**src/rtl/dmux_pkg.sv**
```systemverilog
// dmux_pkg: shared types and defaults for the DMUX source-side launcher.
//   dmux_tx_state_e      - launcher FSM states
//   DMUX_DATA_WIDTH_DEF  - default word width (matches DMUX data_in)
//   DMUX_SYNC_STAGES_DEF - default synchronizer depth for the ack toggle
package dmux_pkg;

    localparam int DMUX_DATA_WIDTH_DEF  = 39;
    localparam int DMUX_SYNC_STAGES_DEF = 2;

    typedef enum logic [1:0] {
        IDLE     = 2'd0,
        LAUNCH   = 2'd1,
        HOLD     = 2'd2,
        WAIT_ACK = 2'd3
    } dmux_tx_state_e;

endpackage

```
**src/rtl/dmux_tx_if.sv**
```systemverilog
// dmux_tx_if: upstream stream plus crossing-side signals of the launcher.
//   src_data/src_vld/src_rdy - upstream valid/ready word stream
//   data_out/data_out_vld    - held word and launch pulse toward DMUX data_in
//   dst_ack_tgl              - asynchronous toggle acknowledge from destination
// master: the launcher (dmux_tx); slave: the surrounding logic / bench.
interface dmux_tx_if
    import dmux_pkg::*;
#(
    parameter int DATA_WIDTH = DMUX_DATA_WIDTH_DEF
);
    logic [DATA_WIDTH-1:0] src_data;
    logic                  src_vld;
    logic                  src_rdy;
    logic [DATA_WIDTH-1:0] data_out;
    logic                  data_out_vld;
    logic                  dst_ack_tgl;

    modport master (
        input  src_data, src_vld, dst_ack_tgl,
        output src_rdy, data_out, data_out_vld
    );

    modport slave (
        output src_data, src_vld, dst_ack_tgl,
        input  src_rdy, data_out, data_out_vld
    );
endinterface

```
**src/rtl/dmux_ack_sync.sv**
```systemverilog
// dmux_ack_sync: synchronizes the destination's ack toggle and flags each
// change of level as a one-cycle edge.
//   clk_i, reset_n - launcher clock, async active-low reset
//   i_ack_tgl      - asynchronous toggle input
//   o_ack_edge     - one-cycle pulse per toggle, SYNC_STAGES+1 cycles after it
module dmux_ack_sync
    import dmux_pkg::*;
#(
    parameter int SYNC_STAGES = DMUX_SYNC_STAGES_DEF
) (
    input  logic clk_i,
    input  logic reset_n,
    input  logic i_ack_tgl,
    output logic o_ack_edge
);

    logic [SYNC_STAGES-1:0] r_sync;
    logic                   r_prev;

    always_ff @(posedge clk_i or negedge reset_n) begin
        if (!reset_n) begin
            r_sync <= '0;
            r_prev <= 1'b0;
        end else begin
            r_sync <= {r_sync[SYNC_STAGES-2:0], i_ack_tgl};
            r_prev <= r_sync[SYNC_STAGES-1];
        end
    end

    // Combinational compare so the FSM acts on the edge SYNC_STAGES+1
    // cycles after the toggle; it self-clears once r_prev catches up.
    assign o_ack_edge = r_sync[SYNC_STAGES-1] ^ r_prev;

endmodule

```
**src/rtl/dmux_tx.sv**
```systemverilog
// dmux_tx: source-side launcher for the DMUX crossing.
// Accepts a word from the upstream stream, presents it on data_out with a
// one-cycle data_out_vld pulse and keeps it stable for HOLD_CYCLES cycles
// (pulse cycle included). With USE_ACK=1 it then waits for the destination's
// ack toggle (or a TIMEOUT_CYCLES expiry) before accepting the next word.
//   clk_i, reset_n - clock, async active-low reset
//   bus (master)   - src_data/src_vld/src_rdy, data_out/data_out_vld, dst_ack_tgl
//   busy           - high in any state other than IDLE
//   ack_timeout    - one-cycle pulse when the ack wait expires
//   spurious_ack   - one-cycle pulse on an ack edge seen while IDLE
module dmux_tx
    import dmux_pkg::*;
#(
    parameter int DATA_WIDTH     = DMUX_DATA_WIDTH_DEF,
    parameter int HOLD_CYCLES    = 4,
    parameter int SYNC_STAGES    = DMUX_SYNC_STAGES_DEF,
    parameter bit USE_ACK        = 1'b1,
    parameter int TIMEOUT_CYCLES = 64
) (
    input  logic      clk_i,
    input  logic      reset_n,
    dmux_tx_if.master bus,
    output logic      busy,
    output logic      ack_timeout,
    output logic      spurious_ack
);

    localparam int TO_W = (TIMEOUT_CYCLES > 0) ? $clog2(TIMEOUT_CYCLES + 1) : 1;
    // HOLD covers cycles 2..HOLD_CYCLES of the window, counted 0..HOLD_LAST.
    localparam logic [7:0]      HOLD_LAST = 8'((HOLD_CYCLES > 1) ? HOLD_CYCLES - 2 : 0);
    localparam logic [TO_W-1:0] TO_LAST   = TO_W'((TIMEOUT_CYCLES > 0) ? TIMEOUT_CYCLES - 1 : 0);

    dmux_tx_state_e        r_state;
    logic [DATA_WIDTH-1:0] r_data;
    logic                  r_data_vld;
    logic                  r_src_rdy;
    logic                  r_busy;
    logic                  r_ack_timeout;
    logic                  r_spurious;
    logic                  r_sticky;
    logic [7:0]            r_hold_cnt;
    logic [TO_W-1:0]       r_to_cnt;

    logic w_ack_raw;
    logic w_ack_edge;

    dmux_ack_sync #(
        .SYNC_STAGES (SYNC_STAGES)
    ) u_ack_sync (
        .clk_i      (clk_i),
        .reset_n    (reset_n),
        .i_ack_tgl  (bus.dst_ack_tgl),
        .o_ack_edge (w_ack_raw)
    );

    // Without ack handshaking the toggle is ignored entirely.
    assign w_ack_edge = USE_ACK ? w_ack_raw : 1'b0;

    always_ff @(posedge clk_i or negedge reset_n) begin
        if (!reset_n) begin
            r_state       <= IDLE;
            r_data        <= '0;
            r_data_vld    <= 1'b0;
            r_src_rdy     <= 1'b0;
            r_busy        <= 1'b0;
            r_ack_timeout <= 1'b0;
            r_spurious    <= 1'b0;
            r_sticky      <= 1'b0;
            r_hold_cnt    <= '0;
            r_to_cnt      <= '0;
        end else begin
            r_data_vld    <= 1'b0;
            r_ack_timeout <= 1'b0;
            r_spurious    <= 1'b0;
            case (r_state)
                IDLE: begin
                    r_spurious <= w_ack_edge;
                    r_sticky   <= 1'b0;
                    if (bus.src_vld && r_src_rdy) begin
                        r_data     <= bus.src_data;
                        r_data_vld <= 1'b1;
                        r_src_rdy  <= 1'b0;
                        r_busy     <= 1'b1;
                        r_state    <= LAUNCH;
                    end else begin
                        r_src_rdy <= 1'b1;
                    end
                end
                LAUNCH: begin
                    // An ack arriving before WAIT_ACK must not be lost.
                    if (w_ack_edge) r_sticky <= 1'b1;
                    r_hold_cnt <= '0;
                    r_to_cnt   <= '0;
                    if (HOLD_CYCLES > 1) begin
                        r_state <= HOLD;
                    end else if (USE_ACK) begin
                        r_state <= WAIT_ACK;
                    end else begin
                        r_state   <= IDLE;
                        r_busy    <= 1'b0;
                        r_src_rdy <= 1'b1;
                    end
                end
                HOLD: begin
                    if (w_ack_edge) r_sticky <= 1'b1;
                    r_to_cnt <= '0;
                    if (r_hold_cnt == HOLD_LAST) begin
                        if (USE_ACK) begin
                            r_state <= WAIT_ACK;
                        end else begin
                            r_state   <= IDLE;
                            r_busy    <= 1'b0;
                            r_src_rdy <= 1'b1;
                        end
                    end else begin
                        r_hold_cnt <= r_hold_cnt + 8'd1;
                    end
                end
                WAIT_ACK: begin
                    // Ack (live or latched) takes priority over the expiry.
                    if (w_ack_edge || r_sticky) begin
                        r_state   <= IDLE;
                        r_busy    <= 1'b0;
                        r_src_rdy <= 1'b1;
                        r_sticky  <= 1'b0;
                    end else if ((TIMEOUT_CYCLES > 0) && (r_to_cnt == TO_LAST)) begin
                        r_state       <= IDLE;
                        r_busy        <= 1'b0;
                        r_src_rdy     <= 1'b1;
                        r_ack_timeout <= 1'b1;
                    end else begin
                        r_to_cnt <= r_to_cnt + TO_W'(1);
                    end
                end
                default: r_state <= IDLE;
            endcase
        end
    end

    assign bus.src_rdy      = r_src_rdy;
    assign bus.data_out     = r_data;
    assign bus.data_out_vld = r_data_vld;
    assign busy             = r_busy;
    assign ack_timeout      = r_ack_timeout;
    assign spurious_ack     = r_spurious;

endmodule

```
**src/flat_wrapper.sv**
```systemverilog
// flat-port wrapper written by rule: the top's interface ports become plain ports
module dmux_tx_flat import dmux_pkg::*;
#(
    parameter int DATA_WIDTH     = DMUX_DATA_WIDTH_DEF,
    parameter int HOLD_CYCLES    = 4,
    parameter int SYNC_STAGES    = DMUX_SYNC_STAGES_DEF,
    parameter bit USE_ACK        = 1'b1,
    parameter int TIMEOUT_CYCLES = 64
)
  (clk_i, reset_n, busy, ack_timeout, spurious_ack, bus_src_data, bus_src_vld, bus_dst_ack_tgl, bus_src_rdy, bus_data_out, bus_data_out_vld);
  dmux_tx_if #(.DATA_WIDTH(DATA_WIDTH)) bus_i ();
  input  logic clk_i;
  input  logic reset_n;
  output logic busy;
  output logic ack_timeout;
  output logic spurious_ack;
  input wire logic [$bits(bus_i.src_data)-1:0] bus_src_data;
  input wire logic [$bits(bus_i.src_vld)-1:0] bus_src_vld;
  input wire logic [$bits(bus_i.dst_ack_tgl)-1:0] bus_dst_ack_tgl;
  output wire logic [$bits(bus_i.src_rdy)-1:0] bus_src_rdy;
  output wire logic [$bits(bus_i.data_out)-1:0] bus_data_out;
  output wire logic [$bits(bus_i.data_out_vld)-1:0] bus_data_out_vld;
  assign bus_i.src_data = bus_src_data;
  assign bus_i.src_vld = bus_src_vld;
  assign bus_i.dst_ack_tgl = bus_dst_ack_tgl;
  assign bus_src_rdy = bus_i.src_rdy;
  assign bus_data_out = bus_i.data_out;
  assign bus_data_out_vld = bus_i.data_out_vld;
  dmux_tx #(.DATA_WIDTH(DATA_WIDTH), .HOLD_CYCLES(HOLD_CYCLES), .SYNC_STAGES(SYNC_STAGES), .USE_ACK(USE_ACK), .TIMEOUT_CYCLES(TIMEOUT_CYCLES)) u_core (.clk_i(clk_i), .reset_n(reset_n), .bus(bus_i), .busy(busy), .ack_timeout(ack_timeout), .spurious_ack(spurious_ack));
endmodule
```
**config.mk**
```make
export PLATFORM = sky130hd
export DESIGN_NAME = dmux_tx_flat
export DESIGN_NICKNAME = d
export VERILOG_FILES = /design/src/rtl/dmux_pkg.sv /design/src/rtl/dmux_tx_if.sv /design/src/rtl/dmux_ack_sync.sv /design/src/rtl/dmux_tx.sv /design/src/flat_wrapper.sv
export SDC_FILE = /design/constraint.sdc
export NUM_CORES = 1
export LEC_CHECK = 0
export ABC_CLOCK_PERIOD_IN_PS = 1720
export BUFFER_PORTS_ARGS = -buffer_cell sky130_fd_sc_hd__clkbuf_2
export CAP_MARGIN = 40
export CORE_ASPECT_RATIO = 0.9
export CORE_UTILIZATION = 46
export CTS_CLUSTER_SIZE = 24
export DETAILED_ROUTE_END_ITERATION = 12
export PLACE_DENSITY = 0.76
export SKIP_LAST_GASP = 1
export SYNTH_ARGS = -nofsm -noshare
export SYNTH_HDL_FRONTEND = slang
export SYNTH_HIERARCHICAL = 1
export SYNTH_SLANG_ARGS = --single-unit
```
**constraint.sdc**
```tcl
create_clock -name clk_i -period 1.72 [get_ports clk_i]
set_input_delay 0.258 -clock clk_i [delete_from_list [all_inputs] [get_ports clk_i]]
set_output_delay 0.258 -clock clk_i [all_outputs]
set_load 0.01 [all_outputs]
```
==> results.toml, run 1 <==
[status]
status = "finished with violations"
failed_checks = "design-rule violations, negative setup slack"

[layout]
diodes = 0
drive_above_1_share = 0.517
fin_area_sq_um = 3600
syn_to_final_growth_pct = 29.7
fin_cells = 391
fin_util = 0.626
finalNetCount = 369

[worst_setup_path]
criticalPathCategory = "reg -> reg"
startpoint = "u_core/r_hold_cnt[0]$_DFFE_PN0P_"
r2r_setup_slack_ns = -0.07
critPathMaxFanout = 4
cp-endpoint = "u_core/r_state[0]$_DFFE_PN0P_"
crit-reg2reg-capture = "u_core/r_state[0]$_DFFE_PN0P_"
worstPathRequired_ns = 1.95
r2r-start = "u_core/r_hold_cnt[0]$_DFFE_PN0P_"
r2r_cells = 6
cp-end-kind = "flop"
cp.arrival_ns = 2.02
start_kind = "flop"

[routing]
drt-pass1-iter-count = 8
routed_wl_mm = 5.31
ant_nets = 0
drc = 12
vias = 2004
wire_per_inst_um = 13.6
vias_per_cell = 5.13
drtIter0Drc = 116

[yosys]
ys_types = 37
syn-num-nets = 261
avgSynthCellArea_sq_um = 13.2
ys_seq_area_frac = 0.586
yosys_warnings = 6
ys.flop_type = "dfrtp_1"
synth_edf_count = 0
netlist_area_sq_um = 2780
syn_inst = 210
async_flop_share = 1.00
ys_ff_latch = 65

[power_and_ir_drop]
power_mw = 6.08
leakage_nw = 1.82
ir_drop_mv = 0.924
swShare = 0.340
p_clk_frac = 0.181
power.density_nw_per_um2 = 1690
combPwrFrac = 0.413
seq_power_share = 0.407
p_sw_mw = 2.07
p_int_mw = 4.01

[placement]
placement.io_buffers = 86
place_area_sq_um = 3400
globalplace.congestion = 0.822
dp_hpwl_mm = 3.86
place_ws_ns = -0.0691
numPlacedInstances = 374

[sta]
setup_tns_ns = -0.182
timing.final.ws_setup_ns = -0.0657
tightest_slew_ns = 0.363
fin_skew_ns = 0.00572
period_needed_ns = 1.79
setup_viol = 5
whs_ns = 0.0355
maxSlewHeadroom = 0.757
rsz0062_at_grt = "true"
hold_violations = 0
fmax_mhz = 560
fin_crit_sh = 1.04
final-max-slew-violation-count = 0

[global_route]
gr-usage-met1 = 0.229
grt_pass1_wl_mm = 8.51
antenna_found_initial = 0
overflow = 0
grtUsageTotal = 0.175
grt_pass1_vias = 1892
grt_max_degree = 66
grt.met2_usage = 0.284
grt_busiest_layer = "met2"
grtUsageMet3 = 0.0607

[cts]
clk_pin_slew_worst_paths_ns = 0.07
cts_tree = "done"
h-tree-depth = 3
cts-root-buf = "clkbuf_8"
clkLatencyLatePin_ns = 0.32
clock-sinks = 65
cts_buffer_depth = 2
numCtsBuffers = 9

[die]
rows = 26
ios = 87
dieHeight_um = 75.7
fp.coreArea_sq_um = 5760
start_util = 0.482
die-area_sq_um = 6350
die_w_um = 83.9

[flow_run]
maxCapViolCount = 0

[worst_hold_path]
hold_class = "in -> reg"
## critical path, cell delays in order, from the launching register on
cell	delay, ns
dfrtp_1	0.37
inv_1	0.07
ha_1	0.14
or4b_4	0.47
o41ai_4	0.32
nand3_2	0.13
a32oi_1	0.20
## metal layers
layer	wire length (um)	part of all wire	vias to the layer above
met4	21	0.0040	0
met5	0	0	-
met1	2300	0.43	966
li1	-	-	960
met3	372	0.070	4
met2	2620	0.49	74
## layout make-up
class                           count  area, sq um
Clock buffer                       11          151
Inverter                            7         26.3
Clock inverter                      3         17.5
Fill cell                         485         2160
Tap cell                           70         87.6
Sequential cell                    65         1630
Timing Repair Buffer              104          593
Multi-Input combinational cell    131         1100
## power by group through the flow
stage	Sequential, mW	Combinational, mW	Clock (mW)
2_1_floorplan	2.71	1.25	0
3_3_place_gp	2.47	2.41	0
3_5_place_dp	2.50	2.49	0
4_1_cts	2.48	2.51	1.14
5_1_grt	2.55	2.75	1.21
6_report	2.47	2.51	1.10
## how the worst min path moves through the flow
stage                                            end             from  cells after the start  slack (ns)
6_report       u_core/u_ack_sync/r_sync[0]$_DFF_PN0_  bus_dst_ack_tgl                      1        0.04
5_1_grt        u_core/u_ack_sync/r_sync[0]$_DFF_PN0_  bus_dst_ack_tgl                      1        0.02
4_1_cts        u_core/u_ack_sync/r_sync[0]$_DFF_PN0_  bus_dst_ack_tgl                      1        0.02
3_5_place_dp     u_core/bus.data_out[29]$_DFFE_PN0P_          reset_n                      2        0.30
3_3_place_gp      u_core/bus.data_out[1]$_DFFE_PN0P_          reset_n                      2        0.30
2_1_floorplan           u_core/ack_timeout$_DFF_PN0_          reset_n                      0       -0.04
## Yosys cell counts (2+ instances only)
library cell | n | area [sq um]
o211ai_1 | 4 | 30.0
and3_1 | 2 | 12.5
nor2_1 | 10 | 37.5
nand4_1 | 2 | 12.5
clkbuf_1 | 2 | 7.51
xnor2_1 | 2 | 17.5
nand2_1 | 13 | 48.8
dfrtp_1 | 65 | 1630
buf_1 | 4 | 15.0
a22o_1 | 3 | 26.3
mux2_2 | 41 | 462
nor3b_1 | 2 | 15.0
mux2i_1 | 2 | 20.0
nand3_1 | 11 | 55.1
nand2b_1 | 3 | 18.8
xor2_1 | 4 | 35.0
o21ai_0 | 5 | 25.0
inv_1 | 7 | 26.3
a21oi_1 | 3 | 15.0
ha_1 | 8 | 100
## state kept, by name, summed over array words and instances (netlist names)
name / count
u_core/bus.data_out: 39
u_core/busy: 1
u_core/r_hold_cnt: 8
u_core/bus.data_out_vld: 1
u_core/r_sticky: 1
u_core/bus.src_rdy: 1
u_core/u_ack_sync/r_prev: 1
u_core/spurious_ack: 1
u_core/u_ack_sync/r_sync: 2
u_core/r_to_cnt: 7
u_core/ack_timeout: 1
u_core/r_state: 2
## timing repair
action	CTS	global route
resized for setup	0	3
gates cloned	0	0
setup endpoints to repair	5	6
hold buffers	1	0
pin swaps	1	0
hold endpoints to repair	65	0
buffers inserted	1	1
## cells in the final DEF (no fill, tap or decap), drive strengths merged, types with 2 or more instances in the layout
| cell type | count |
|---|---|
| nand2 | 13 |
| o21ai | 5 |
| xor2 | 4 |
| inv | 7 |
| mux2i | 2 |
| nand2b | 3 |
| dfrtp | 65 |
| ha | 8 |
| a22o | 3 |
| clkbuf | 96 |
| buf | 18 |
| nor3b | 2 |
| nand3 | 12 |
| nand4 | 2 |
| nor2 | 10 |
| o211ai | 4 |
| mux2 | 41 |
| clkinv | 2 |
| xnor2 | 2 |
| a21oi | 3 |
| and3 | 2 |
## kinds of logic after synthesis
| logic type | share of synthesized area |
|---|---|
| buffers and inverters | 0.0225 |
| AOI/OAI and AO/OA | 0.0613 |
| xor gates and xnor gates | 0.0189 |
| DFF | 0.586 |
| adders and majority gates | 0.0361 |
| muxes | 0.174 |
| and+or+nand+nor | 0.102 |
Note: power is estimated with default switching activity, not from simulation.
==> inputs of run 2 (changes only) <==
--- a/config.mk
+++ b/config.mk
@@ -5,14 +5,15 @@
 export SDC_FILE = /design/constraint.sdc
 export NUM_CORES = 1
 export LEC_CHECK = 0
-export ABC_CLOCK_PERIOD_IN_PS = 1720
+export ABC_CLOCK_PERIOD_IN_PS = 1900
 export BUFFER_PORTS_ARGS = -buffer_cell sky130_fd_sc_hd__clkbuf_2
 export CAP_MARGIN = 40
 export CORE_ASPECT_RATIO = 0.9
-export CORE_UTILIZATION = 46
+export CORE_UTILIZATION = 50
 export CTS_CLUSTER_SIZE = 24
 export DETAILED_ROUTE_END_ITERATION = 12
-export PLACE_DENSITY = 0.76
+export HOLD_SLACK_MARGIN = 0.06
+export PLACE_DENSITY = 0.78
 export SKIP_LAST_GASP = 1
 export SYNTH_ARGS = -nofsm -noshare
 export SYNTH_HDL_FRONTEND = slang
==> constraint.sdc (replaced) <==
create_clock -name clk_i -period 1.9 [get_ports clk_i]
set_input_delay 0.285 -clock clk_i [delete_from_list [all_inputs] [get_ports clk_i]]
set_output_delay 0.285 -clock clk_i [all_outputs]
set_load 0.01 [all_outputs]
==> results.toml, run 2 (synthesized netlist as in run 1, its figures left out) <==
[global_route]
grt_pass1_vias = 1966
grt_max_degree = 66
grtUsageTotal = 0.202
overflow = 0
antenna_found_initial = 0
grt_pass1_wl_mm = 8.74

[worst_hold_path]
whs_endpoint = "u_core/bus.data_out[4]$_DFFE_PN0P_"
hold_class = "in -> reg"
hp-start = "bus_src_data[4]"
holdPathStages = 2

[layout]
drive_above_1_share = 0.490
fin_util = 0.664
syn_to_final_growth_pct = 26.5
largest_register_ffs = 39
final_cell_mix = "clkbuf_2 (86), dfrtp_1 (65), mux2_2 (41), nand2_1 (13)"
layout_commonest_cell = "clkbuf_2"
diodes = 0
fin_cells = 379
finalNetCount = 359

[routing]
vias_per_cell = 5.17
wire_per_inst_um = 14.5
drt-pass1-iter-count = 4
ant_nets = 0
vias = 1960
drc = 0
drtIter0Drc = 61
routed_wl_mm = 5.50

[die]
ios = 87
start_util = 0.525
die_w_um = 80.6
dieHeight_um = 72.7
fp.coreArea_sq_um = 5290
rows = 25
die-area_sq_um = 5860

[sta]
maxSlewHeadroom = 0.728
timing.final.ws_setup_ns = 0.0750
period_needed_ns = 1.82
final-max-slew-violation-count = 0
rsz0062_at_grt = "true"
setup_viol = 0
fmax_mhz = 548
fin_skew_ns = 0.00756
tightest_slew_ns = 0.408
hold_violations = 0
setup_tns_ns = 0
fin_crit_sh = 0.961

[power_and_ir_drop]
p_sw_mw = 1.88
power.density_nw_per_um2 = 1540
p_int_mw = 3.53
swShare = 0.348
combPwrFrac = 0.404
p_clk_frac = 0.182
ir_drop_mv = 0.852
seq_power_share = 0.415
leakage_nw = 1.77

[worst_setup_path]
criticalPathCategory = "reg -> reg"
cp-end-kind = "flop"
crit-reg2reg-capture = "u_core/r_hold_cnt[1]$_DFFE_PN0P_"
cp.arrival_ns = 2.07
r2r-start = "u_core/r_hold_cnt[0]$_DFFE_PN0P_"
worstPathRequired_ns = 2.14
critPathMaxFanout = 5
cp_slowest_cell = "or4b_4"
cp_cell_sequence = "inv_1 > ha_1 > or4b_4 > o41ai_4 > buf_4 > nand3_1 > o21ai_0"
crit_buf_inv = 2
critPathTopFamily = "simple AND/OR/NAND/NOR gates"
r2r_setup_slack_ns = 0.08
r2r_cells = 7
max_stage_delay_ns = 0.47
start_kind = "flop"

[placement]
place_ws_ns = 0.0520
placement.io_buffers = 86
globalplace.congestion = 0.774
dp_hpwl_mm = 3.94
numPlacedInstances = 360

[cts]
cts_buffer_depth = 2
cts-root-buf = "clkbuf_8"
clkLatencyLatePin_ns = 0.33
clk_pin_slew_worst_paths_ns = 0.07
h-tree-depth = 3
cts_tree = "done"
numCtsBuffers = 9
clock-sinks = 65
postCtsResizedCells = 0

[status]
status = "completed"

[flow_run]
maxCapViolCount = 0
[run 2: changes by cell type in the layout (fill, tap and decap cells not counted), sizes merged]
cell | previous run | this run
dlygate4sd3 | 1 | 2
buf | 18 | 6
clkbuf | 96 | 98
[run 2: stage by stage]
stage	total power [mW]	cell area, sq um	hold WS (ns)
after detailed placement	4.42	3310	0.334
after CTS	5.44	3500	0.163
final	5.41	3510	0.180
after global routing	5.78	3510	0.167
after floorplan	3.59	2780	-0.0106
after global placement	4.32	3310	0.328
[run 2: layer usage]
metal	routed length (um)	global-route usage	vias to the layer above	share of wire
met5	0	0	-	0
met4	95	0.0972	0	0.017
met3	261	0.0638	11	0.047
met2	2890	0.342	55	0.52
met1	2260	0.233	957	0.41
li1	-	-	937	-
[run 2: final cells by class]
type | instances | area (sq um)
repair buffers | 94 | 520
clock buffers | 12 | 145
fillers | 418 | 1770
clock inverters | 3 | 17.5
inverters | 7 | 26.3
well taps | 67 | 83.8
multi-input cells | 131 | 1090
flip-flops and latches | 65 | 1630
[run 2: how the worst max path moves through the flow]
stage | startpoint | depth (start not counted) | slack (ns) | end
after floorplan | u_core/r_hold_cnt[0]$_DFFE_PN0P_ | 6 | 0.18 | u_core/r_state[1]$_DFFE_PN0P_
after global placement | u_core/r_hold_cnt[0]$_DFFE_PN0P_ | 6 | 0.11 | u_core/r_state[1]$_DFFE_PN0P_
after detailed placement | u_core/r_hold_cnt[0]$_DFFE_PN0P_ | 6 | 0.05 | u_core/r_state[1]$_DFFE_PN0P_
after CTS | u_core/r_hold_cnt[0]$_DFFE_PN0P_ | 6 | 0.01 | u_core/r_state[1]$_DFFE_PN0P_
after global routing | u_core/r_hold_cnt[0]$_DFFE_PN0P_ | 6 | -0.04 | u_core/r_state[1]$_DFFE_PN0P_
final | u_core/r_hold_cnt[0]$_DFFE_PN0P_ | 7 | 0.08 | u_core/r_hold_cnt[1]$_DFFE_PN0P_
[run 2: power groups by stage]
| stage | sequential (mW) | combinational [mW] | clock (mW) |
|---|---|---|---|
| floorplan | 2.45 | 1.13 | 0 |
| global placement | 2.23 | 2.09 | 0 |
| global route | 2.32 | 2.38 | 1.07 |
| CTS | 2.24 | 2.17 | 1.02 |
| finish | 2.24 | 2.18 | 0.983 |
| detailed placement | 2.26 | 2.16 | 0 |
[run 2: timing repair]
item,4_1_cts,5_1_grt
hold buffers,2,0
setup buffers,0,2
hold endpoints to repair,66,0
setup endpoints to repair,0,3
